===== config.mk =====
export PLATFORM = sky130hd
export DESIGN_NAME = parking_gate_scheduler
export DESIGN_NICKNAME = d
export VERILOG_FILES = /design/src/rtl/parking_pkg.sv /design/src/rtl/park_gate_timer.sv /design/src/rtl/parking_gate_scheduler.sv
export SDC_FILE = /design/constraint.sdc
export NUM_CORES = 1
export LEC_CHECK = 0
export BUFFER_PORTS_ARGS = -buffer_cell sky130_fd_sc_hd__buf_2
export CELL_PAD_IN_SITES_DETAIL_PLACEMENT = 1
export CELL_PAD_IN_SITES_GLOBAL_PLACEMENT = 1
export CORE_UTILIZATION = 42
export DETAILED_ROUTE_END_ITERATION = 7
export PLACE_DENSITY = 0.73
export SLEW_MARGIN = 10
export SYNTH_ARGS = -nofsm -noshare
export SYNTH_HDL_FRONTEND = slang
export SYNTH_SLANG_ARGS = --single-unit

===== constraint.sdc =====
create_clock -name Clk -period 2.3 [get_ports Clk]
set_input_delay 0.23 -clock Clk [delete_from_list [all_inputs] [get_ports Clk]]
set_output_delay 0.23 -clock Clk [all_outputs]
set_load 0.01 [all_outputs]

===== src/rtl/parking_pkg.sv =====
// Shared definitions for the parking gate scheduler and the display logic.
// Optional build macro: PARK_EXIT_PRIORITY_EN (exit lane wins arbitration ties).
package parking_pkg;

   // Gate controller states
   typedef enum logic [1:0] {
      IDLE      = 2'd0,
      OPEN_ENT  = 2'd1,
      OPEN_EXIT = 2'd2,
      GUARD     = 2'd3
   } gate_state_e;

   // Lane select encoding, also used as the round-robin "last served" pointer
   typedef enum logic {
      LANE_ENT  = 1'b0,
      LANE_EXIT = 1'b1
   } lane_e;

   // 7-segment patterns, bit order {g,f,e,d,c,b,a}, active high
   localparam logic [6:0] SEG_0     = 7'b0111111;
   localparam logic [6:0] SEG_1     = 7'b0000110;
   localparam logic [6:0] SEG_2     = 7'b1011011;
   localparam logic [6:0] SEG_3     = 7'b1001111;
   localparam logic [6:0] SEG_4     = 7'b1100110;
   localparam logic [6:0] SEG_5     = 7'b1101101;
   localparam logic [6:0] SEG_6     = 7'b1111101;
   localparam logic [6:0] SEG_7     = 7'b0000111;
   localparam logic [6:0] SEG_8     = 7'b1111111;
   localparam logic [6:0] SEG_9     = 7'b1101111;
   localparam logic [6:0] SEG_BLANK = 7'b0000000;

   // Decimal digit to segment pattern; non-decimal values blank the digit
   function automatic logic [6:0] seg7_digit(input logic [3:0] d);
      case (d)
         4'd0:    seg7_digit = SEG_0;
         4'd1:    seg7_digit = SEG_1;
         4'd2:    seg7_digit = SEG_2;
         4'd3:    seg7_digit = SEG_3;
         4'd4:    seg7_digit = SEG_4;
         4'd5:    seg7_digit = SEG_5;
         4'd6:    seg7_digit = SEG_6;
         4'd7:    seg7_digit = SEG_7;
         4'd8:    seg7_digit = SEG_8;
         4'd9:    seg7_digit = SEG_9;
         default: seg7_digit = SEG_BLANK;
      endcase
   endfunction

endpackage


===== src/rtl/park_gate_timer.sv =====
// Gate-open timer: counts open cycles, flags the last allowed cycle.
module park_gate_timer #(
   parameter int OPEN_CYCLES = 50
) (
   input  logic Clk,
   input  logic Rst,
   input  logic clear,
   input  logic enable,
   output logic expire
);

   localparam int TW = (OPEN_CYCLES > 2) ? $clog2(OPEN_CYCLES) : 1;

   logic [TW-1:0] cnt_q, cnt_d;

   // Expire while enabled on the final open cycle (count OPEN_CYCLES-1)
   always_comb expire = enable && (cnt_q == TW'(OPEN_CYCLES - 1));

   // Count up while enabled; restart on clear or once the window has ended
   always_comb begin
      cnt_d = cnt_q;
      if (clear || expire) cnt_d = '0;
      else if (enable)     cnt_d = cnt_q + 1'b1;
   end

   // Counter register
   always_ff @(posedge Clk or negedge Rst) begin
      if (!Rst) cnt_q <= '0;
      else      cnt_q <= cnt_d;
   end

endmodule


===== src/rtl/parking_gate_scheduler.sv =====
// Shares one barrier gate between entrance and exit lanes, bounds the open
// time and tracks lot occupancy.
// Optional build macro: PARK_EXIT_PRIORITY_EN (exit wins ties; otherwise
// round-robin with entrance winning the first tie after reset).
module parking_gate_scheduler
   import parking_pkg::*;
#(
   parameter  int CAPACITY    = 8,
   parameter  int OPEN_CYCLES = 50,
   localparam int CNT_W       = $clog2(CAPACITY + 1)
) (
   input  logic             Clk,
   input  logic             Rst,
   input  logic             entReq,
   input  logic             exitReq,
   input  logic             entPass,
   input  logic             exitPass,
   output logic             entGrant,
   output logic             exitGrant,
   output logic             gateOpen,
   output logic [CNT_W-1:0] occupancy,
   output logic             full,
   output logic             empty,
   output logic             timeoutErr
);

   gate_state_e      state_q, state_d;
   logic [CNT_W-1:0] occ_q, occ_d;
   logic             full_q, full_d;
   logic             empty_q, empty_d;
   logic             ent_grant_q, ent_grant_d;
   logic             exit_grant_q, exit_grant_d;
   logic             tmo_q, tmo_d;

   logic is_open, expire;
   logic ent_hit, exit_hit;
   logic ent_elig, exit_elig;
   logic tie_exit;

   always_comb is_open   = (state_q == OPEN_ENT) || (state_q == OPEN_EXIT);
   always_comb ent_hit   = (state_q == OPEN_ENT)  && entPass;
   always_comb exit_hit  = (state_q == OPEN_EXIT) && exitPass;
   always_comb ent_elig  = entReq  && !full_q;
   always_comb exit_elig = exitReq && !empty_q;

   park_gate_timer #(.OPEN_CYCLES(OPEN_CYCLES)) u_timer (
      .Clk    (Clk),
      .Rst    (Rst),
      .clear  (!is_open),
      .enable (is_open),
      .expire (expire)
   );

`ifdef PARK_EXIT_PRIORITY_EN
   always_comb tie_exit = 1'b1;
`else
   lane_e last_q;

   // Tie goes to the lane served less recently
   always_comb tie_exit = (last_q == LANE_ENT);

   // Record the lane of every grant issued from IDLE
   always_ff @(posedge Clk or negedge Rst) begin
      if (!Rst)                          last_q <= LANE_EXIT;
      else if (state_d == OPEN_ENT  && state_q == IDLE) last_q <= LANE_ENT;
      else if (state_d == OPEN_EXIT && state_q == IDLE) last_q <= LANE_EXIT;
   end
`endif

   // State register
   always_ff @(posedge Clk or negedge Rst) begin
      if (!Rst) state_q <= IDLE;
      else      state_q <= state_d;
   end

   // Next state: arbitrate in IDLE, close on pass or expiry, one guard cycle
   always_comb begin
      state_d = state_q;
      case (state_q)
         IDLE: begin
            if (ent_elig && exit_elig) state_d = tie_exit ? OPEN_EXIT : OPEN_ENT;
            else if (ent_elig)         state_d = OPEN_ENT;
            else if (exit_elig)        state_d = OPEN_EXIT;
         end
         OPEN_ENT:  if (entPass  || expire) state_d = GUARD;
         OPEN_EXIT: if (exitPass || expire) state_d = GUARD;
         default:   state_d = IDLE;
      endcase
   end

   // Output next values: grants follow the next state, occupancy follows passes
   always_comb begin
      ent_grant_d  = (state_d == OPEN_ENT);
      exit_grant_d = (state_d == OPEN_EXIT);
      tmo_d        = is_open && expire && !ent_hit && !exit_hit;
      occ_d        = occ_q;
      if (ent_hit)       occ_d = occ_q + 1'b1;
      else if (exit_hit) occ_d = occ_q - 1'b1;
      full_d       = (occ_d == CNT_W'(CAPACITY));
      empty_d      = (occ_d == '0);
   end

   // Output registers
   always_ff @(posedge Clk or negedge Rst) begin
      if (!Rst) begin
         ent_grant_q  <= 1'b0;
         exit_grant_q <= 1'b0;
         tmo_q        <= 1'b0;
         occ_q        <= '0;
         full_q       <= 1'b0;
         empty_q      <= 1'b1;
      end else begin
         ent_grant_q  <= ent_grant_d;
         exit_grant_q <= exit_grant_d;
         tmo_q        <= tmo_d;
         occ_q        <= occ_d;
         full_q       <= full_d;
         empty_q      <= empty_d;
      end
   end

   assign entGrant   = ent_grant_q;
   assign exitGrant  = exit_grant_q;
   assign gateOpen   = ent_grant_q | exit_grant_q;
   assign occupancy  = occ_q;
   assign full       = full_q;
   assign empty      = empty_q;
   assign timeoutErr = tmo_q;

endmodule


======== Word level (Yosys, flattened, before mapping) ========
Cells that the tools add are included.
storage, ports and cells
  bits in registers ....................... 18
  input port bits ......................... 6
  output and inout bits ................... 10
  word-level logic and storage cells ...... 56
operators by class
  add/subtract/negate cells ............... 3
  equal/unequal tests ..................... 6
  multiplexer cells ....................... 13
  bitwise gates (word level) .............. 1
  reduce and logical (&&, ||, !) cells .... 24
operators with widths
  cell                                               count
  2-to-1 mux 2 bit                                   6
  2-to-1 mux 6 bit                                   2
  logical AND 1 bit                                  11
  2-to-1 mux 4 bit                                   2
  adder 6 x 1 -> 6 bit (second input constant)       1
  == test 6 bit (second input constant)              1
  case mux 2 bit (3 select lines)                    1
  zero test 1 bit                                    5
  adder 4 x 1 -> 4 bit (second input constant)       1
  == test 2 x 1 -> 1 bit (second input constant)     2
  == test 2 bit (second input constant)              2
  == test 4 bit (second input constant)              1
  zero test 4 bit                                    1
  logical OR 1 bit                                   4
  nonzero test 2 bit                                 2
  subtractor 4 x 1 -> 4 bit (second input constant)  1
  zero test 2 bit                                    1
  2-to-1 mux 1 bit                                   2
  OR 1 bit                                           1

======== Longest topological paths before layout ========
Gate-level depths: netlist (run 1).
  depth in word-level cells ............... 10
  gate-level depth with buffers ........... 7
  depth with buffers taken out ............ 7

======== Cells and area by module ========
A second synthesis (run 1) with hierarchy kept.
unflattened totals
  cell total of the unflattened synthesis .. 104
  area, all modules ....................... 1,044.8 µm²
modules (own cells, without submodules)
  module                  times used  cells each  area each (µm²)  sequential area each (µm²)
  parking_gate_scheduler  1           72          729.4            302.8
  park_gate_timer         1           32          315.3            150.1

======== Least setup slack after synthesis (run 1) ========
OpenSTA, ideal clock, no wires.
  path type ............................... register to register
  start ................................... reg state_q[1]
  end ..................................... reg full_q (netlist: full)
  setup time .............................. 0.095 ns
  arrival ................................. 1.634 ns
  required time ........................... 2.205 ns
  setup slack ............................. 0.571 ns
  stages on the path, launching flop included .. 8
  path buffers ............................ 0
  period minus slack after synthesis ...... 1.729 ns
  cells stage by stage .................... dfrtp_1 > inv_1 > ha_1 > and2_4 > nand3b_4 > o41ai_2 > xor2_1 > nor4b_2
between the ends
  cells in the longest elaborated chain, start to end .. 5
  elaborated cells on any way between the ends .. 7
  those cells by class .................... eq/ne (3); mux (2); reduce/logical (2)
RTL lines
  element                 line                           RTL
  from (decl)             parking_gate_scheduler.sv:27   gate_state_e state_q, state_d;
  from (signal assigned)  parking_gate_scheduler.sv:73   else state_q <= state_d;
  == test 2 bit           parking_gate_scheduler.sv:42   always_comb exit_hit = (state_q == OPEN_EXIT) && exitPass;
  logical AND 1 bit       parking_gate_scheduler.sv:42
  2-to-1 mux 4 bit        parking_gate_scheduler.sv:98   else if (exit_hit) occ_d = occ_q - 1'b1;
  2-to-1 mux 4 bit (*)    parking_gate_scheduler.sv:97   if (ent_hit) occ_d = occ_q + 1'b1;
  via occ_d[3]            parking_gate_scheduler.sv:28   logic [CNT_W-1:0] occ_q, occ_d;
  == test 4 bit (*)       parking_gate_scheduler.sv:99   full_d = (occ_d == CNT_W'(CAPACITY));
  via full_d              parking_gate_scheduler.sv:29   logic full_q, full_d;
  to (signal assigned)    parking_gate_scheduler.sv:117  full_q <= full_d;
  to (decl)               parking_gate_scheduler.sv:29
The timed path passes the listed nets; every way through them passes the cells marked *.
A chain may end at the register's enable or synchronous reset.

======== Worst setup path after layout (run 1) ========
Ends and elaborated chain as after synthesis.

==> impl_metrics.tcl, run 1 <==
set metrics [dict create \
    hold_viol 0 \
    ys_seq_area_share_pct 46.8 \
    yosysMostFrequentCell "dfrtp_1" \
    clock_path_buffers 2 \
    cts_setup_buffers 0 \
    num_vias 741 \
    firstDrtPassIters 4 \
    synth_cell_type_count 31 \
    cts.clk_slew.worst_paths_ps 100 \
    min_period_ps 2040 \
    reg2reg_from "state_q[1]$_DFF_PN0_" \
    p_leak_nw 0.569 \
    period_share_pct 88.8 \
    grt_overflow 0 \
    synth_area_sq_um 967 \
    async_reset_ff_share_pct 100 \
    start_kind "flop" \
    drive_gt1_share_pct 25.5 \
    arrival_ps 2240 \
    netlist_instances 90 \
    crit_slowest_cell "dfrtp_1" \
    tightest_slew_ps 465 \
    post-route-drc-count 0 \
    timing.max_cap.violations 0 \
    setup_ws_ps 257 \
    timing.fmax_mhz 489 \
    mappedNetlistNets 105 \
    ant_nets 0 \
    ys_warn_count 0 \
    diodes 0 \
    die_h_microns 50.0 \
    grt_start_max_net_pins 19 \
    worst_ep_required_time_ps 2500 \
    post_drt_wl_per_cell_microns 14.4 \
    relSlewSlack_pct 68.8 \
    clockRootBuffer "clkbuf_4" \
    grt_pass1_wl_microns 3500 \
    worstPathMaxFanout 6 \
    gp_congestion 0.803 \
    ys_seq_elements 18 \
    crit_start "state_q[1]$_DFF_PN0_" \
    post-place-ws_ps 268 \
    area_delta_synth_final_pct 16.2 \
    drt_iter0_drc 4 \
    finalSetupViolCount 0 \
    synth.avg_cell_area_sq_um 10.7 \
    num_rows 17 \
    cts_buffers 3 \
    rsz0062_at_grt "false" \
    port_buffers 15 \
    coreArea_sq_mm 0.00219 \
    ir_drop_mv 0.678 \
    synthFlopType "dfrtp_1" \
    via_per_inst 5.37 \
    die_w_microns 50.0 \
    drt-total-wl_microns 1990 \
    ctsResizeCount 0 \
    worstSetupEndpointType "flop" \
    antenna_found_initial 0 \
    crit_chain "inv_1 -> ha_1 -> and2_4 -> nand3b_4 -> o41ai_2 -> xor2_1 -> nor4b_2" \
    final_max_slew_viol_count 0 \
    cts_hold_buf 1 \
    insertion_delay_ps 290 \
    skew_ps 1.52 \
    synth_common_cells "dfrtp_1, nor2_1, ha_1" \
    grt_pass1_vias 793 \
    hold_slack_ps 390 \
    ios 16 \
    floorplan.initialDensity_pct 44.1 \
    post-route-util_pct 51.3 \
    status "completed" \
    max_stage_delay_ps 450 \
    fin_cells 138 \
    synth_top_area_share_pct 41.4 \
    htree_levels 1 \
    yosys.area.top_type "dfrtp_1" \
    cts_tree "yes" \
    powerDensity_mw_per_mm2 1300 \
    finalSetupTns_ps 0 \
    netlist_top_cells_area "dfrtp_1, ha_1, dfstp_2, nor2_1, xnor2_1" \
    track_usage_pct 18.9 \
    dp_cells 133 \
    cts.sinks 18 \
    hp-class "in -> async" \
    nFillCells 263 \
    critPathKind "reg -> reg" \
    final_nets 126 \
    dp_hpwl_microns 1600 \
    synth_edf_count 0 \
    die_area_sq_mm 0.00250 \
]
-- critical path, delay by kind of cell (launching register included) --
family                     cells  cell delay [ps]
AOI/OAI and AO/OA              1              240
buffers and inverters          1              110
xor gates and xnor gates       1              280
DFF                            1              450
and+or+nand+nor                3              620
adders and majority gates      1              260
-- flip-flops by register name, summed over array words and instances, names as in the netlist --
signal	cells
state_q	2
timeoutErr	1
occupancy	4
last_q	1
u_timer.cnt_q	6
empty	1
full	1
entGrant	1
exitGrant	1
-- cell usage in the layout (no fill, tap or decap), types with 2 or more instances in the layout --
master	netlist	layout
dfstp_2	2	2
inv_1	7	7
and2_4	3	3
dfrtp_1	16	16
nand3_1	4	4
nor2b_1	2	2
xnor2_1	4	4
xor2_1	3	3
a31oi_1	2	2
nor2_1	11	11
nand2_1	6	6
buf_2	0	15
clkbuf_4	0	3
a21oi_1	3	3
ha_1	9	9
-- kinds of logic after synthesis --
| kind of cell | after synthesis | share of synthesized area [%] |
|---|---|---|
| adders and majority gates | 9 | 11.6 |
| buffers and inverters | 7 | 2.72 |
| and+or+nand+nor | 34 | 20.4 |
| AOI/OAI and AO/OA | 15 | 12.0 |
| xor gates and xnor gates | 7 | 6.34 |
| DFF | 18 | 46.8 |
-- where the power goes --
group / total [mW] / internal (mW) / switching, mW
combinational: 0.720 / 0.315 / 0.406
clock: 0.191 / 0.0964 / 0.0943
sequential: 0.550 / 0.434 / 0.116
total: 1.46 / 0.845 / 0.616
-- worst paths after layout --
path | cells after the start | slack, ps | to
hold / removal | 2 | 390 | exitGrant$_DFF_PN0_
min in group Clk | 5 | 390 | last_q$_DFFE_PN1P_
setup / recovery | 7 | 260 | full$_DFF_PN0_
setup reg to reg | 7 | 260 | full$_DFF_PN0_
max in group asynchronous | 2 | 1590 | empty$_DFF_PN1_
hold reg to reg | 1 | 510 | u_timer.cnt_q[0]$_DFFE_PN0P_
-- layer usage --
layer	global-route usage (%)	vias to the layer above	part of all wire, %	wire (microns)
met2	33.3	13	53	1050
met5	0	-	0	0
li1	-	351	-	-
met3	6.48	0	3.3	66
met4	2.86	0	0	0
met1	22.2	377	44	869
-- metrics by stage --
| step | total power, mW | cell area [sq um] |
|---|---|---|
| final | 1.46 | 1120 |
| after global routing | 1.58 | 1120 |
| after CTS | 1.48 | 1120 |
| after detailed placement | 1.28 | 1080 |
| after global placement | 1.25 | 1080 |
| after floorplan | 1.05 | 967 |
-- final cells by class --
cell class	instances	area, sq um	area share, %
tap	28	35.0	3.12
multi-input combinational	65	488	43.4
clock buffer	4	36.3	3.23
sequential	18	453	40.3
timing repair buffer	16	85.1	7.57
inverter	7	26.3	2.34
Note: power is estimated with default switching activity, not from simulation.
==> run 2: changes to the inputs <==
Settings changed: CORE_ASPECT_RATIO set to 0.6.
==> impl_metrics.tcl, run 2 (synthesis results as in run 1) <==
set metrics [dict create \
    final_nets 126 \
    cts.clk_slew.worst_paths_ps 70 \
    period_share_pct 86.8 \
    use_met3_pct 7.35 \
    grt_overflow 0 \
    p_sw_share_pct 41.6 \
    finalSetupTns_ps 0 \
    top_register "u_timer.cnt_q" \
    num_rows 13 \
    insertion_delay_ps 250 \
    post-route-drc-count 0 \
    regToRegEndpoint "full$_DFF_PN0_" \
    gp_congestion 0.783 \
    htree_levels 1 \
    min_from "exitPass" \
    worstPathMaxFanout 6 \
    seq_power_share_pct 35.8 \
    diodes 0 \
    drt_iter0_drc 18 \
    rr_worst_depth 7 \
    ir_drop_mv 0.685 \
    ios 16 \
    start_kind "flop" \
    min_period_ps 2000 \
    cts_tree "yes" \
    clockRootBuffer "clkbuf_8" \
    reg2reg_from "state_q[1]$_DFF_PN0_" \
    ant_nets 0 \
    max_stage_delay_ps 440 \
    cts_buffers 3 \
    timing.max_cap.violations 0 \
    clockPowerShare_pct 16.7 \
    clock_path_buffers 2 \
    dp_hpwl_microns 1680 \
    postLayoutCellArea_sq_mm 0.00114 \
    p_int_mw 0.903 \
    whs_path_depth 3 \
    arrival_ps 2160 \
    place_area_sq_mm 0.00108 \
    hold_viol 0 \
    tightest_slew_ps 429 \
    mostFrequentLayoutCells "dfrtp_1, buf_2, nor2_1, ha_1, inv_1" \
    power_frac_comb_pct 47.5 \
    final_common_cell "dfrtp_1" \
    relSlewSlack_pct 71.2 \
    worst_ep_required_time_ps 2460 \
    cts.sinks 18 \
    powerDensity_mw_per_mm2 1350 \
    p_sw_mw 0.644 \
    min_to "timeoutErr$_DFF_PN0_" \
    die_h_microns 39.2 \
    multi_input_area_sq_um 488 \
    use_met1_pct 30.5 \
    p_leak_nw 0.577 \
    finalSetupViolCount 0 \
    final_max_slew_viol_count 0 \
    hp-class "in -> reg" \
    crit_slowest_cell "dfrtp_1" \
    final-seq-area_sq_um 453 \
    top_usage_layer "met1" \
    worstSetupEndpointType "flop" \
    largest_reg_flops 6 \
    num_vias 703 \
    grt_start_max_net_pins 19 \
    status "completed" \
    antenna_found_initial 0 \
    use_met2_pct 27.9 \
    rsz0062_at_grt "false" \
    cts_setup_buffers 0 \
    timing.fmax_mhz 501 \
    nFillCells 248 \
    drt-total-wl_microns 2140 \
    skew_ps 2.25 \
    firstDrtPassIters 4 \
    die_w_microns 64.0 \
    total_power_mw 1.55 \
    critPathKind "reg -> reg" \
    drive_gt1_share_pct 25.5 \
    coreArea_sq_mm 0.00216 \
    die_area_sq_mm 0.00250 \
    post_drt_wl_per_cell_microns 15.3 \
    grt_pass1_vias 666 \
    port_buffers 15 \
    via_per_inst 5.02 \
    r2r_slack_ps 300 \
    track_usage_pct 20.8 \
    grt_pass1_wl_microns 3570 \
    floorplan.initialDensity_pct 44.7 \
    area_delta_synth_final_pct 18.4 \
    crit_chain "inv_1 -> ha_1 -> and2_4 -> nand3b_4 -> o41ai_2 -> xor2_1 -> nor4b_2" \
]
run 2: cell counts in the layout (fill, tap and decap cells not counted):
No cell type changed its count.
run 2: how the worst max path moves through the flow:
stage          cells past startpoint                 start                   to
3_3_place_gp                       6  state_q[0]$_DFF_PN0_  exitGrant$_DFF_PN0_
5_1_grt                            7  state_q[1]$_DFF_PN0_      empty$_DFF_PN1_
6_report                           7  state_q[1]$_DFF_PN0_       full$_DFF_PN0_
2_1_floorplan                      7  state_q[1]$_DFF_PN0_       full$_DFF_PN0_
3_5_place_dp                       7  state_q[1]$_DFF_PN0_       full$_DFF_PN0_
4_1_cts                            7  state_q[1]$_DFF_PN0_       full$_DFF_PN0_
run 2: layout make-up:
class                   count  area share [%]
clock buffers               4            4.81
inverters                   7            2.30
multi-input cells          65            42.6
flip-flops and latches     18            39.6
well taps                  30            3.28
repair buffers             16            7.43
run 2: power by group through the flow:
stage	Sequential [mW]	Clock, mW	Combinational (mW)
2_1_floorplan	0.560	0	0.489
3_3_place_gp	0.549	0	0.708
3_5_place_dp	0.557	0	0.735
4_1_cts	0.552	0.263	0.744
5_1_grt	0.569	0.279	0.833
6_report	0.553	0.258	0.735
run 2: routing by layer:
layer | part of all wire [%] | up-vias
met5 | 0 | -
met4 | 0.56 | 0
met3 | 3.7 | 2
met2 | 39 | 12
met1 | 56 | 339
li1 | - | 350
run 2: what timing repair did:
item | in CTS | in global routing
hold buffers | 1 | 0
resized for setup | 0 | 0
endpoints found under the hold margin | 16 | 0
run 2: critical path, delay by kind of cell, from the launching register on:
kind | cells | cell delay [ps]
compound gates | 1 | 240
xor+xnor | 1 | 260
fa+ha+maj | 1 | 250
buf+inv | 1 | 130
flops | 1 | 440
simple gates | 3 | 590
run 2: through the flow:
step	worst slack, ps	util (%)	cells	hold WS, ps
5_1_grt	155	52.9	140	438
4_1_cts	312	52.9	140	407
2_1_floorplan	571	-	90	-65.6
3_3_place_gp	423	49.9	135	185
6_report	304	52.9	140	412
3_5_place_dp	324	49.9	135	183
